$ cat src/rtl/slot_reel_engine.sv
// rtl/slot_reel_engine.sv - N-reel slot game core: reel counters, per-reel stop, game FSM, scoring, digit scan
//
// Ports:
//   clk        clock
//   reset      asynchronous, active-high reset
//   start_key  debounced start button level, 1 = pressed
//   stop_key   debounced per-reel stop button levels, 1 = pressed
//   seg_code   display code for the currently scanned digit (registered)
//   digit_n    active-low one-hot digit select
//   reel_val   packed reel values, reel i at [i*SYM_W +: SYM_W]
//   state      0 IDLE, 1 SPIN, 2 RESULT
//   win        1 while in RESULT after an all-equal outcome
//   score      saturating count of wins
module slot_reel_engine #(
  parameter int N_REELS      = 4,
  parameter int SYM_W        = 4,
  parameter int SYM_MAX      = 15,
  parameter int SPIN_W       = 24,
  parameter int SCAN_W       = 10,
  parameter int HOLD_STROBES = 8
) (
  input  logic                       clk,
  input  logic                       reset,
  input  logic                       start_key,
  input  logic [N_REELS-1:0]         stop_key,
  output logic [SYM_W:0]             seg_code,
  output logic [N_REELS-1:0]         digit_n,
  output logic [N_REELS*SYM_W-1:0]   reel_val,
  output logic [1:0]                 state,
  output logic                       win,
  output logic [7:0]                 score
);

  localparam int IDX_W  = $clog2(N_REELS);
  localparam int HOLD_W = $clog2(HOLD_STROBES + 1);

  typedef enum logic [1:0] {
    IDLE   = 2'd0,
    SPIN   = 2'd1,
    RESULT = 2'd2
  } state_t;

  state_t                         state_q, state_d;
  logic [SPIN_W-1:0]              spin_cnt;
  logic [SCAN_W-1:0]              scan_cnt;
  logic                           spin_stb, scan_stb;
  logic                           start_s, start_p;
  logic [N_REELS-1:0]             stop_s, stop_p;
  logic                           start_edge;
  logic [N_REELS-1:0]             stop_edge;
  logic [N_REELS-1:0][SYM_W-1:0]  reel_q;
  logic [N_REELS-1:0]             run_q;
  logic [HOLD_W-1:0]              hold_q;
  logic [IDX_W-1:0]               dig_idx;
  logic                           all_equal, hold_done;
  logic [SYM_W:0]                 seg_d;
  logic [SYM_W-1:0]               letter;
  logic [31:0]                    k;

  assign spin_stb   = &spin_cnt;
  assign scan_stb   = &scan_cnt;
  assign start_edge = start_s & ~start_p;
  assign stop_edge  = stop_s & ~stop_p;
  assign hold_done  = spin_stb && (hold_q == HOLD_W'(HOLD_STROBES - 1));
  assign reel_val   = reel_q;
  assign state      = state_q;

  always_comb begin
    all_equal = 1'b1;
    for (int i = 1; i < N_REELS; i++) begin
      if (reel_q[i] != reel_q[0]) all_equal = 1'b0;
    end
  end

  // Strobes, key sampling and the display scan run in every state.
  always_ff @(posedge clk or posedge reset) begin
    if (reset) begin
      spin_cnt <= '0;
      scan_cnt <= '0;
      start_s  <= 1'b0;
      start_p  <= 1'b0;
      stop_s   <= '0;
      stop_p   <= '0;
      digit_n  <= ~N_REELS'(1);
      dig_idx  <= '0;
      seg_code <= '0;
    end else begin
      spin_cnt <= spin_cnt + 1'b1;
      scan_cnt <= scan_cnt + 1'b1;
      start_s  <= start_key;
      start_p  <= start_s;
      stop_s   <= stop_key;
      stop_p   <= stop_s;
      seg_code <= seg_d;
      if (scan_stb) begin
        digit_n <= {digit_n[N_REELS-2:0], digit_n[N_REELS-1]};
        dig_idx <= (dig_idx == IDX_W'(N_REELS - 1)) ? '0 : dig_idx + 1'b1;
      end
    end
  end

  always_ff @(posedge clk or posedge reset) begin
    if (reset) state_q <= IDLE;
    else       state_q <= state_d;
  end

  always_comb begin
    state_d = state_q;
    case (state_q)
      IDLE:    if (start_edge) state_d = SPIN;
      SPIN:    if (run_q == '0) state_d = RESULT;
      RESULT: begin
        // A fresh start takes priority over the hold timing out.
        if (start_edge)     state_d = SPIN;
        else if (hold_done) state_d = IDLE;
      end
      default: state_d = IDLE;
    endcase
  end

  always_ff @(posedge clk or posedge reset) begin
    if (reset) begin
      reel_q <= '0;
      run_q  <= '0;
      hold_q <= '0;
      win    <= 1'b0;
      score  <= '0;
    end else begin
      case (state_q)
        IDLE, RESULT: begin
          if (start_edge) begin
            reel_q <= '0;
            run_q  <= '1;
            win    <= 1'b0;
          end else if (state_q == RESULT && spin_stb) begin
            if (hold_done) win <= 1'b0;
            else           hold_q <= hold_q + 1'b1;
          end
        end
        SPIN: begin
          // A stop edge beats a coincident spin strobe on the same reel.
          for (int i = 0; i < N_REELS; i++) begin
            if (stop_edge[i])
              run_q[i] <= 1'b0;
            else if (spin_stb && run_q[i])
              reel_q[i] <= (reel_q[i] == SYM_W'(SYM_MAX)) ? '0 : reel_q[i] + 1'b1;
          end
          if (run_q == '0) begin
            win    <= all_equal;
            hold_q <= '0;
            if (all_equal && score != 8'hFF) score <= score + 8'd1;
          end
        end
        default: ;
      endcase
    end
  end

  // Message letters: G=0 O=1 D=2 L=3 S=4 E=5.
  always_comb begin
    k = 32'(dig_idx);
    letter = '0;
    case (k)
      0:       letter = win ? SYM_W'(0) : SYM_W'(3);
      1:       letter = SYM_W'(1);
      2:       letter = win ? SYM_W'(1) : SYM_W'(4);
      3:       letter = win ? SYM_W'(2) : SYM_W'(5);
      default: letter = '0;
    endcase
    if (state_q != RESULT) seg_d = {1'b0, reel_q[dig_idx]};
    else if (k >= 32'd4)   seg_d = '1;
    else                   seg_d = {1'b1, letter};
  end

endmodule

$ cat config.mk
export PLATFORM = sky130hd
export DESIGN_NAME = slot_reel_engine
export DESIGN_NICKNAME = d
export VERILOG_FILES = /design/src/rtl/slot_reel_engine.sv
export SDC_FILE = /design/constraint.sdc
export NUM_CORES = 1
export LEC_CHECK = 0
export ABC_CLOCK_PERIOD_IN_PS = 2800
export CORE_ASPECT_RATIO = 0.9
export CORE_UTILIZATION = 50
export DETAILED_ROUTE_END_ITERATION = 16
export GPL_TIMING_DRIVEN = 1
export PLACE_DENSITY = 0.74
export SLEW_MARGIN = 20
export SYNTH_ARGS = -nofsm -noshare
export SYNTH_HDL_FRONTEND = slang
export SYNTH_SLANG_ARGS = --single-unit
$ cat constraint.sdc
create_clock -name clk -period 2.8 [get_ports clk]
set_input_delay 0.7 -clock clk [delete_from_list [all_inputs] [get_ports clk]]
set_output_delay 0.7 -clock clk [all_outputs]
set_load 0.02 [all_outputs]
==> results by group <==
Run status
  • Outcome: finished, final reports clean

Hold path
  • Worst hold start: start_s
  • Worst Hold Path Cells: 0
  • Sink of the worst hold path: start_p
  • Hold WC Path Type: reg -> reg

Setup path
  • Setup CP Type: reg -> out
  • Max FO, Critical Path: 8
  • Startpoint Class: flip-flop
  • R2r setup slk: 730 ps
  • Cell class contributing the biggest share of worst-path delay: buffers and inverters
  • R2r endpoint: reel_val[8]
  • Worst Path Buf+Inv: 1
  • Worst path max stage delay: 680 ps
  • CP arrival: 1550 ps
  • RR Startpoint: spin_cnt[0]
  • Setup crit end kind: output pin
  • Crit-path slowest cell: clkdlybuf4s50_1
  • FF-to-FF path depth: 6
  • Worst path cell trace: clkdlybuf4s50_1
  • CP required: 2100 ps

Placed design
  • DP Area: 4840 um2
  • Port Buffers: 42
  • Pre-CTS setup slack: around 740 ps
  • Final Wtd Congestion: 0.818
  • Post-DP HPWL: 5720 um

CTS
  • Hold_buf cts: 0
  • CTS tree: done
  • Longest Clk Path Bufs: 2
  • Clk_lat worst skew: around 350 ps
  • H-tree depth: 3
  • Clock root buffer: clkbuf_8
  • Clock-pin slew on the worst setup and hold paths: about 90 ps
  • Clock sinks: 90
  • Cts bufs inserted: 9
  • Post-CTS sizing: 0
  • Post-CTS Setup Inserts: 0

Power and ir drop
  • Net Switching: 846 uW
  • Internal Power: 2020 uW
  • Part of the power in registers: 0.519
  • Clock share of power: 0.308
  • Power per cell area: 570 nW/um2
  • Comb power frac: 0.174
  • Sw Share: 0.295
  • Worst vdd ir: 492 uV
  • Lkg Pwr: about 0.0022 uW

Floorplan
  • Die height: 89.8 um
  • DIE AREA: 8940 um2
  • Die width: 99.6 um
  • Ports: 43
  • Initial cell density of the core: 0.523
  • Core ar.: 8180 um2
  • Row count: 31

STA
  • Tcrit/Tclk final: 0.804
  • Peak Freq: 444 MHz
  • Final setup margin: 550 ps
  • Clk_skew: 11.2 ps
  • Final Setup Violations: 0
  • Max Slew Vio Count: 0
  • Setup tns final: 0 ps
  • Hold Fails Final Rpt: 0
  • Slew HR: 0.544
  • RSZ-0062 raised after global routing: no
  • Worst slew pin tran: 683 ps
  • Post-route minimum period: 2250 ps

Drt
  • Vias: around 3,000
  • Detailed Routing Iterations Pass 1: 4
  • WL per Instance: 14.9 um
  • DR vias/cell: approximately 5.4
  • DRT antenna net count: 0
  • Detailed router's first-iteration violation count: 165
  • Routed wire length: 8230 um
  • Drt drc: 0

Final layout
  • Final net count: 452
  • Area grow syn2layout: 17.5%
  • Post-route cell area: about 5000 um2
  • Share of cells above drive strength 1: 0.0868
  • N_diodes: 0

Global routing
  • Initial antenna violation count: 0
  • Total congestion overflow: 0
  • Largest net degree at the start of global routing: 91
  • First-pass GRT wire length: roughly 14,000 um
  • Vias in the first global route: 2,869
  • GRT Overall Usage: 0.197

Synthesis
  • Mean Syn Cell Area: 11.0 um2
  • Yosys cell types: between 40 and 50
  • Synthesis-stage register bit count: 90
  • Register area share after synthesis: 0.527
  • Synth warn: 0
  • Post-synthesis instance area: 4280 um2
  • Cells after synthesis: approximately 390
  • EDFF count, synth: 0
  • Ys async rst share: 1.00
  • Main synth FF type: dfrtp_1
  • Synthesized net count: 406

Run
  • Max cap viols: 0
layout make-up:
cell class              instances  area, um2
repair buffers                 44        448
inverters                      16       63.8
clock inverters                 4       52.6
well taps                     115        144
clock buffers                  11        141
fillers                       650       3150
multi-input cells             273       1930
flip-flops and latches         90       2260
kinds of logic (layout without fill, tap and decap cells):
| logic type | Yosys count | count (layout) | synth area share |
|---|---|---|---|
| buffers and inverters | 25 | 75 | 0.0234 |
| muxes | 12 | 12 | 0.0415 |
| DFF | 90 | 90 | 0.527 |
| AOI/OAI and AO/OA | 52 | 52 | 0.0745 |
| adders and majority gates | 11 | 11 | 0.0321 |
| xor gates and xnor gates | 40 | 40 | 0.0818 |
| and+or+nand+nor | 158 | 158 | 0.220 |
layer usage:
metal / global-route usage / part of all wire / vias to the layer above
li1: - / - / 1477
met1: 0.283 / 0.49 / 1459
met2: 0.308 / 0.47 / 53
met3: 0.0350 / 0.031 / 8
met4: 0.0551 / 0.0097 / 0
met5: 0 / 0 / -
cells in the mapped netlist (2+ instances only):
cell type | instances | share of area
mux2_2 | 2 | 0.0053
a31oi_1 | 2 | 0.0029
nand4_1 | 15 | 0.022
buf_2 | 2 | 0.0023
ha_1 | 11 | 0.032
dfrtp_1 | 87 | 0.51
a311o_1 | 2 | 0.0047
nand2_1 | 27 | 0.024
mux4_2 | 4 | 0.021
mux2i_1 | 2 | 0.0047
xnor2_1 | 28 | 0.057
nand4b_1 | 2 | 0.0041
and2_1 | 5 | 0.0073
and3_1 | 14 | 0.020
a311oi_1 | 2 | 0.0041
nand2b_1 | 7 | 0.010
clkbuf_1 | 6 | 0.0053
nor4_1 | 2 | 0.0029
and4_1 | 7 | 0.014
a21oi_1 | 13 | 0.015
inv_1 | 16 | 0.014
o21ai_1 | 5 | 0.0058
nor3_1 | 8 | 0.0093
nand3_1 | 30 | 0.035
nor4_2 | 2 | 0.0058
dfstp_2 | 3 | 0.018
a21boi_0 | 2 | 0.0035
o22ai_1 | 2 | 0.0029
o21ai_0 | 13 | 0.015
a21o_1 | 7 | 0.012
nor2_1 | 22 | 0.019
xor2_1 | 12 | 0.025
nor4_4 | 3 | 0.015
nand3_2 | 4 | 0.0093
nor2b_1 | 4 | 0.0058
mux2_1 | 4 | 0.011
worst max-delay path by stage:
stage               slack (ps)        start     endpoint  cells after the start
floorplan                  960     score[0]     score[1]                      5
global placement           810  spin_cnt[0]          win                      6
detailed placement         740  spin_cnt[0]  reel_val[8]                      6
CTS                        540  reel_val[6]  reel_val[6]                      1
global route               500  reel_val[6]  reel_val[6]                      1
finish                     550  reel_val[6]  reel_val[6]                      1
power groups by stage:
stage,clock [uW],combinational [uW],sequential (uW)
floorplan,0,268,1540
global placement,0,488,1510
detailed placement,0,498,1510
CTS,906,502,1490
global route,963,548,1500
finish,883,498,1490
per-stage QoR:
step                      power (uW)  utilization  hold WS (ps)  cells
after floorplan                 1810            -           347    388
after global placement          2000        0.591           356    538
after detailed placement        2010        0.591           360    538
after CTS                       2900        0.615           380    553
after global routing            3020        0.615           404    553
final                           2870        0.615           380    553
cells in the final DEF (no fill, tap or decap), drive strengths merged, types with 6 or more instances in the layout:
master,instances
nand4,16
a21o,7
and3,14
clkbuf,11
o21ai,18
and4,7
clkdlybuf4s50,42
nand3,35
mux2,6
a21oi,13
ha,11
xnor2,28
nor4,7
dfrtp,87
nor3,9
inv,15
nor2,22
nand2,27
xor2,12
nand2b,7
registers in the layout (all words and copies together), names as in the netlist:
register and count:
win 1, stop_p 4, score 8, stop_s 4
reel_val 16, digit_n 4, start_p 1, scan_cnt 10
run_q 4, seg_code 5, state 2, spin_cnt 24
dig_idx 2, hold_q 4, start_s 1
(Power assumes the default switching activity.)
==> RTL change 1 (config.mk and constraints unchanged) <==
Register the inputs `start_key` and `stop_key` before use. The logic sees them one clock later.
--- a/src/rtl/slot_reel_engine.sv
+++ b/src/rtl/slot_reel_engine.sv
@@ -40,4 +40,12 @@
     RESULT = 2'd2
   } state_t;
+
+  logic start_key_q;
+  logic [N_REELS-1:0] stop_key_q;
+
+  always_ff @(posedge clk) begin
+    start_key_q <= start_key;
+    stop_key_q  <= stop_key;
+  end
 
   state_t                         state_q, state_d;
@@ -88,7 +96,7 @@
       spin_cnt <= spin_cnt + 1'b1;
       scan_cnt <= scan_cnt + 1'b1;
-      start_s  <= start_key;
+      start_s  <= start_key_q;
       start_p  <= start_s;
-      stop_s   <= stop_key;
+      stop_s   <= stop_key_q;
       stop_p   <= stop_s;
       seg_code <= seg_d;
Formal check against the unedited RTL: not equivalent (Yosys sat finds a counterexample within 4 cycles, from zero or initial values and one cycle with reset high).
==> RTL change 1 against the original RTL <==
Sequential cell count increased by 5; largest cell class unchanged; largest power group unchanged; design area is 0.35% higher; total power shrank 2.2%; synthesized area hardly changed; clock power fell by 8.0%; register-to-register slack got worse by 0.44 ns; cell count increased by 1.4%; wire length decreased by 3.1%; global-route usage down 0.17 points; setup slack worse by 0.26 ns; via count is 2.4% higher; worst hold slack lost 0.047 ns; non-clock buffer count rose by 7; sequential share of layout area rose by 1.8 points.
==> RTL change 1: results (changes against the original RTL) <==
nets 459 (+1.5%); worst-path cell with the longest stage delay or4_4; DP Area 4880 µm² (+0.78%); via count 3070 (+2.4%); First-pass DRT Iterations 4 (unchanged); GRT Util Overall 19.5% (-0.17 points); Synth area leaders dfrtp_1, xnor2_1, xor2_1; Slew HR 56.2% (+1.8 points); HPWL after DPL 5860 µm (+2.4%); # fillers 676 (+4.0%); post-synth cell types 45 (-4.3%); DP Cell Count 545 (+1.3%); Reg clk slew, reported paths 0.09 ns (about the same); synth warn 0 (unchanged); worst hold path class reg2reg; status finished clean; Setup Skew 0.0173 ns (+0.00612 ns); met1 Use GR 24.9% (-3.3 points); synth cell count leaders dfrtp_1, nand2_1, nand3_1, xnor2_1; met2 Usage GRT 32.5% (+1.7 points); post-CTS sizing 0 (unchanged); max reg flops 24 (unchanged); Final Wtd Congestion 0.805 (-1.5%); main flop type after synthesis dfrtp_1; Leakage 2.30 nW (+2.6%); register area share after synthesis 55.0% (+2.4 points); initial DRC count 163 (-1.2%); Worst path max stage delay 0.61 ns (-0.07 ns); worst path arrival time 2.76 ns (+1.21 ns); met3 GRT Util 5.44% (+1.9 points); first-pass GRT wire length 13700 µm (-1.3%); CTS root buffer clkbuf_8; H-tree lvl count 3 (unchanged); Worst-Skew Late Latency 0.36 ns; ys async rst share 94.7% (-5.3 points); total gr overflow 0 (unchanged); clock buffer depth 2 (unchanged); layout cells sized above 1 9.87% (+1.2 points); total routed wirelength 7970 µm (-3.1%); number of global-route vias before repair 2967 (+3.4%); largest net degree at the start of global routing 32 (-65%); WL per Instance 14.2 µm (-4.5%); Most flops, register spin_cnt; Post-Syn Nets 407 (+0.25%); post-CTS setup buffer count 0 (unchanged); Critical Path Fanout Max 8 (unchanged); worst setup slack after placement 0.302 ns (-0.437 ns); initial antenna violation count 0 (unchanged); Avg Inst Size Synth 11.0 µm² (-0.32%); VDD IR max 0.346 mV (-30%); TritonCTS buffer count 9 (unchanged); diodes inserted 0 (unchanged); PortBufs 42 (unchanged)
-- RTL change 1: final cells by class --
| type | count | area (µm²) | share of cell area (%) |
|---|---|---|---|
| Timing Repair Buffer | 51 | 500 | 9.91 |
| Clock inverter | 5 | 32.5 | 0.644 |
| Sequential cell | 95 | 2360 | 46.6 |
| Clock buffer | 11 | 141 | 2.80 |
| Multi-Input combinational cell | 268 | 1810 | 35.9 |
| Tap cell | 115 | 144 | 2.85 |
| Inverter | 16 | 63.8 | 1.26 |
-- RTL change 1: worst max-delay path: cells and delay by family (launching register included) --
| family | cells | cell delay [ns] |
|---|---|---|
| fa+ha+maj | 1 | 0.21 |
| flops | 1 | 0.41 |
| compound gates | 1 | 0.28 |
| simple gates | 4 | 1.51 |
-- RTL change 1: where the power goes --
group          leakage [nW]  internal (mW)  total, mW  switching [mW]
clock network        0.0935          0.348      0.812           0.464
logic                 0.991          0.188      0.443           0.255
registers              1.22           1.46       1.55          0.0941
total                  2.30           1.99       2.81           0.813
-- RTL change 1: kinds of logic (layout without fill, tap and decap cells) --
group | Yosys count | in the layout | share of synthesized area [%]
compound gates | 47 | 47 | 6.98
xor+xnor | 39 | 39 | 7.98
fa+ha+maj | 11 | 11 | 3.21
buf+inv | 26 | 83 | 2.63
flops | 95 | 95 | 55.0
mux | 14 | 14 | 4.59
simple gates | 157 | 157 | 19.6
-- RTL change 1: worst paths after layout --
kind / startpoint / end / depth (start not counted) / slack (ns)
max in group asynchronous: reset / spin_cnt[10]$_DFF_PP0_ / 3 / 1.42
max reg2reg: spin_cnt[0]$_DFF_PP0_ / reel_val[6]$_DFFE_PP0P_ / 6 / 0.29
min in group asynchronous: reset / spin_cnt[19]$_DFF_PP0_ / 2 / 0.78
min: start_key_q$_DFF_P_ / start_s$_DFF_PP0_ / 0 / 0.33
max: spin_cnt[0]$_DFF_PP0_ / reel_val[6]$_DFFE_PP0P_ / 6 / 0.29
min reg2reg: start_key_q$_DFF_P_ / start_s$_DFF_PP0_ / 0 / 0.33
-- RTL change 1: layer usage --
layer  up-vias  wire length (µm)  part of all wire, %
met5         -                 0                    0
met4         0                86                  1.1
met1      1500              3590                   45
li1       1484                 -                    -
met3        10               390                  4.9
met2        76              3900                   49
-- RTL change 1: through the flow --
stage               utilization [%]  power [mW]
finish                         61.7        2.81
global route                   61.7        2.95
CTS                            61.7        2.83
detailed placement             59.6        2.03
global placement               59.6        2.01
floorplan                         -        1.83
==> RTL change 2 (same flow settings) <==
Made on the original files. Set the parameter `N_REELS` to 2 (it was 4).
--- a/src/rtl/slot_reel_engine.sv
+++ b/src/rtl/slot_reel_engine.sv
@@ -13,5 +13,5 @@
 //   score      saturating count of wins
 module slot_reel_engine #(
-  parameter int N_REELS      = 4,
+  parameter int N_REELS      = 2,
   parameter int SYM_W        = 4,
   parameter int SYM_MAX      = 15,
Interface: changed (resized digit_n, reel_val and stop_key); port bits go from 43 to 31. No check against the original RTL was run, so the function may have changed too.
==> RTL change 2 against the original RTL <==
Synthesized area fell by 25%; sequential power shrank 19%; via count shrank 27%; wire length shrank 31%; design area is 22% lower; sequential cell count is 17 lower; combinational power shrank 22%; critical path depth increased by 5; total power is 7.0% lower; utilization grew 1.7 points; largest cell class unchanged; fmax down 0.90%; setup slack worse by 0.020 ns; die area shrank 24%.
==> RTL change 2: results (changes against the original RTL) <==
status finished clean; synth cell count leaders dfrtp_1, nand2_1, xnor2_1, nand3_1, xor2_1; Slew HR 66.5% (+12 points); Hold Slack 0.371 ns (-0.00884 ns); Worst-Skew Late Latency 0.35 ns (about the same); DP Cell Count 396 (-26%); critical path class reg2reg; Reg clk slew, reported paths 0.07 ns (-0.02 ns); nets 331 (-27%); first-pass GRT wire length 9960 µm (-28%); reg-to-reg setup timing slack 0.53 ns (-0.20 ns); worst setup slack after placement 0.566 ns (-0.173 ns); Leakage 1.76 nW (-22%); layout cells sized above 1 10.8% (+2.1 points); worst r2r dst reel_val[6]$_DFFE_PP0P_; Final Wtd Congestion 0.794 (-2.9%); post-synth cell types 41 (-13%); GRT Util Overall 19.5% (-0.23 points); Hold Path Origin stop_s[1]$_DFF_PP0_; DP Area 3650 µm² (-25%); HPWL after DPL 3880 µm (-32%); Net Sw Frac 25.9% (-3.5 points); PortBufs 30 (-29%); area of the mapped netlist 3230 µm² (-25%); final std cells w/o fill 412 (-25%); Post-Syn Nets 291 (-28%); # fillers 510 (-22%); Setup Skew 0.00895 ns (-0.00227 ns); Period minus WS final 2.27 ns (+0.0204 ns); VDD IR max 0.369 mV (-25%); largest net degree at the start of global routing 74 (-19%); initial DRC count 111 (-33%); number of global-route vias before repair 2128 (-26%); total routed wirelength 5670 µm (-31%); Synth area leaders dfrtp_1, xnor2_1, xor2_1; vias per cell 5.29 (-2.4%); WHS Endpoint stop_p[1]$_DFF_PP0_; worst path arrival time 2.55 ns (+1.00 ns); CTS root buffer clkbuf_8; register area share after synthesis 56.7% (+4.0 points)
RTL change 2: cell types whose count changed after synthesis, moves of 7 or more:
| cell | delta |
|---|---|
| a21o_1 | -7 |
| inv_1 | -7 |
| a21oi_1 | -8 |
| nor2_1 | -8 |
| dfrtp_1 | -15 |
| nand3_1 | -12 |
RTL change 2: layout make-up:
type	instances	area, µm²	area share (%)
inverter	9	33.8	0.864
multi-input combinational	195	1350	34.6
clock buffer	10	128	3.27
clock inverter	6	130	3.33
timing repair buffer	32	328	8.39
tap	87	109	2.78
sequential	73	1830	46.8
RTL change 2: routing by layer:
| layer | share of wire (%) | vias up | GRT usage [%] |
|---|---|---|---|
| met5 | 0 | - | 0 |
| met4 | 1.3 | 0 | 6.00 |
| met3 | 5.1 | 10 | 7.15 |
| met2 | 46 | 50 | 30.2 |
| met1 | 47 | 1051 | 25.5 |
| li1 | - | 1068 | - |
RTL change 2: cells by family (layout without fill, tap and decap cells):
| family | after synthesis | count (layout) | synth area share (%) |
|---|---|---|---|
| adders and majority gates | 6 | 6 | 2.33 |
| xor gates and xnor gates | 41 | 41 | 11.1 |
| AOI/OAI and AO/OA | 25 | 25 | 4.62 |
| DFF | 73 | 73 | 56.7 |
| muxes | 10 | 10 | 3.26 |
| buffers and inverters | 12 | 57 | 1.40 |
| and+or+nand+nor | 113 | 113 | 20.6 |
RTL change 2: power by group through the flow:
stage	Combinational (mW)	Sequential (mW)	Clock [mW]
CTS	0.392	1.21	1.08
global route	0.432	1.22	1.13
detailed placement	0.388	1.23	0
floorplan	0.167	1.28	0
finish	0.390	1.21	1.07
global placement	0.377	1.22	0
RTL change 2: worst max-delay path, stage by stage, from the launching register on:
cell and delay (ns):
dfrtp_1 0.39, ha_1 0.24, nand3_4 0.12, or4_4 0.54, nor4_4 0.51, mux2i_1 0.25, a22o_1 0.15
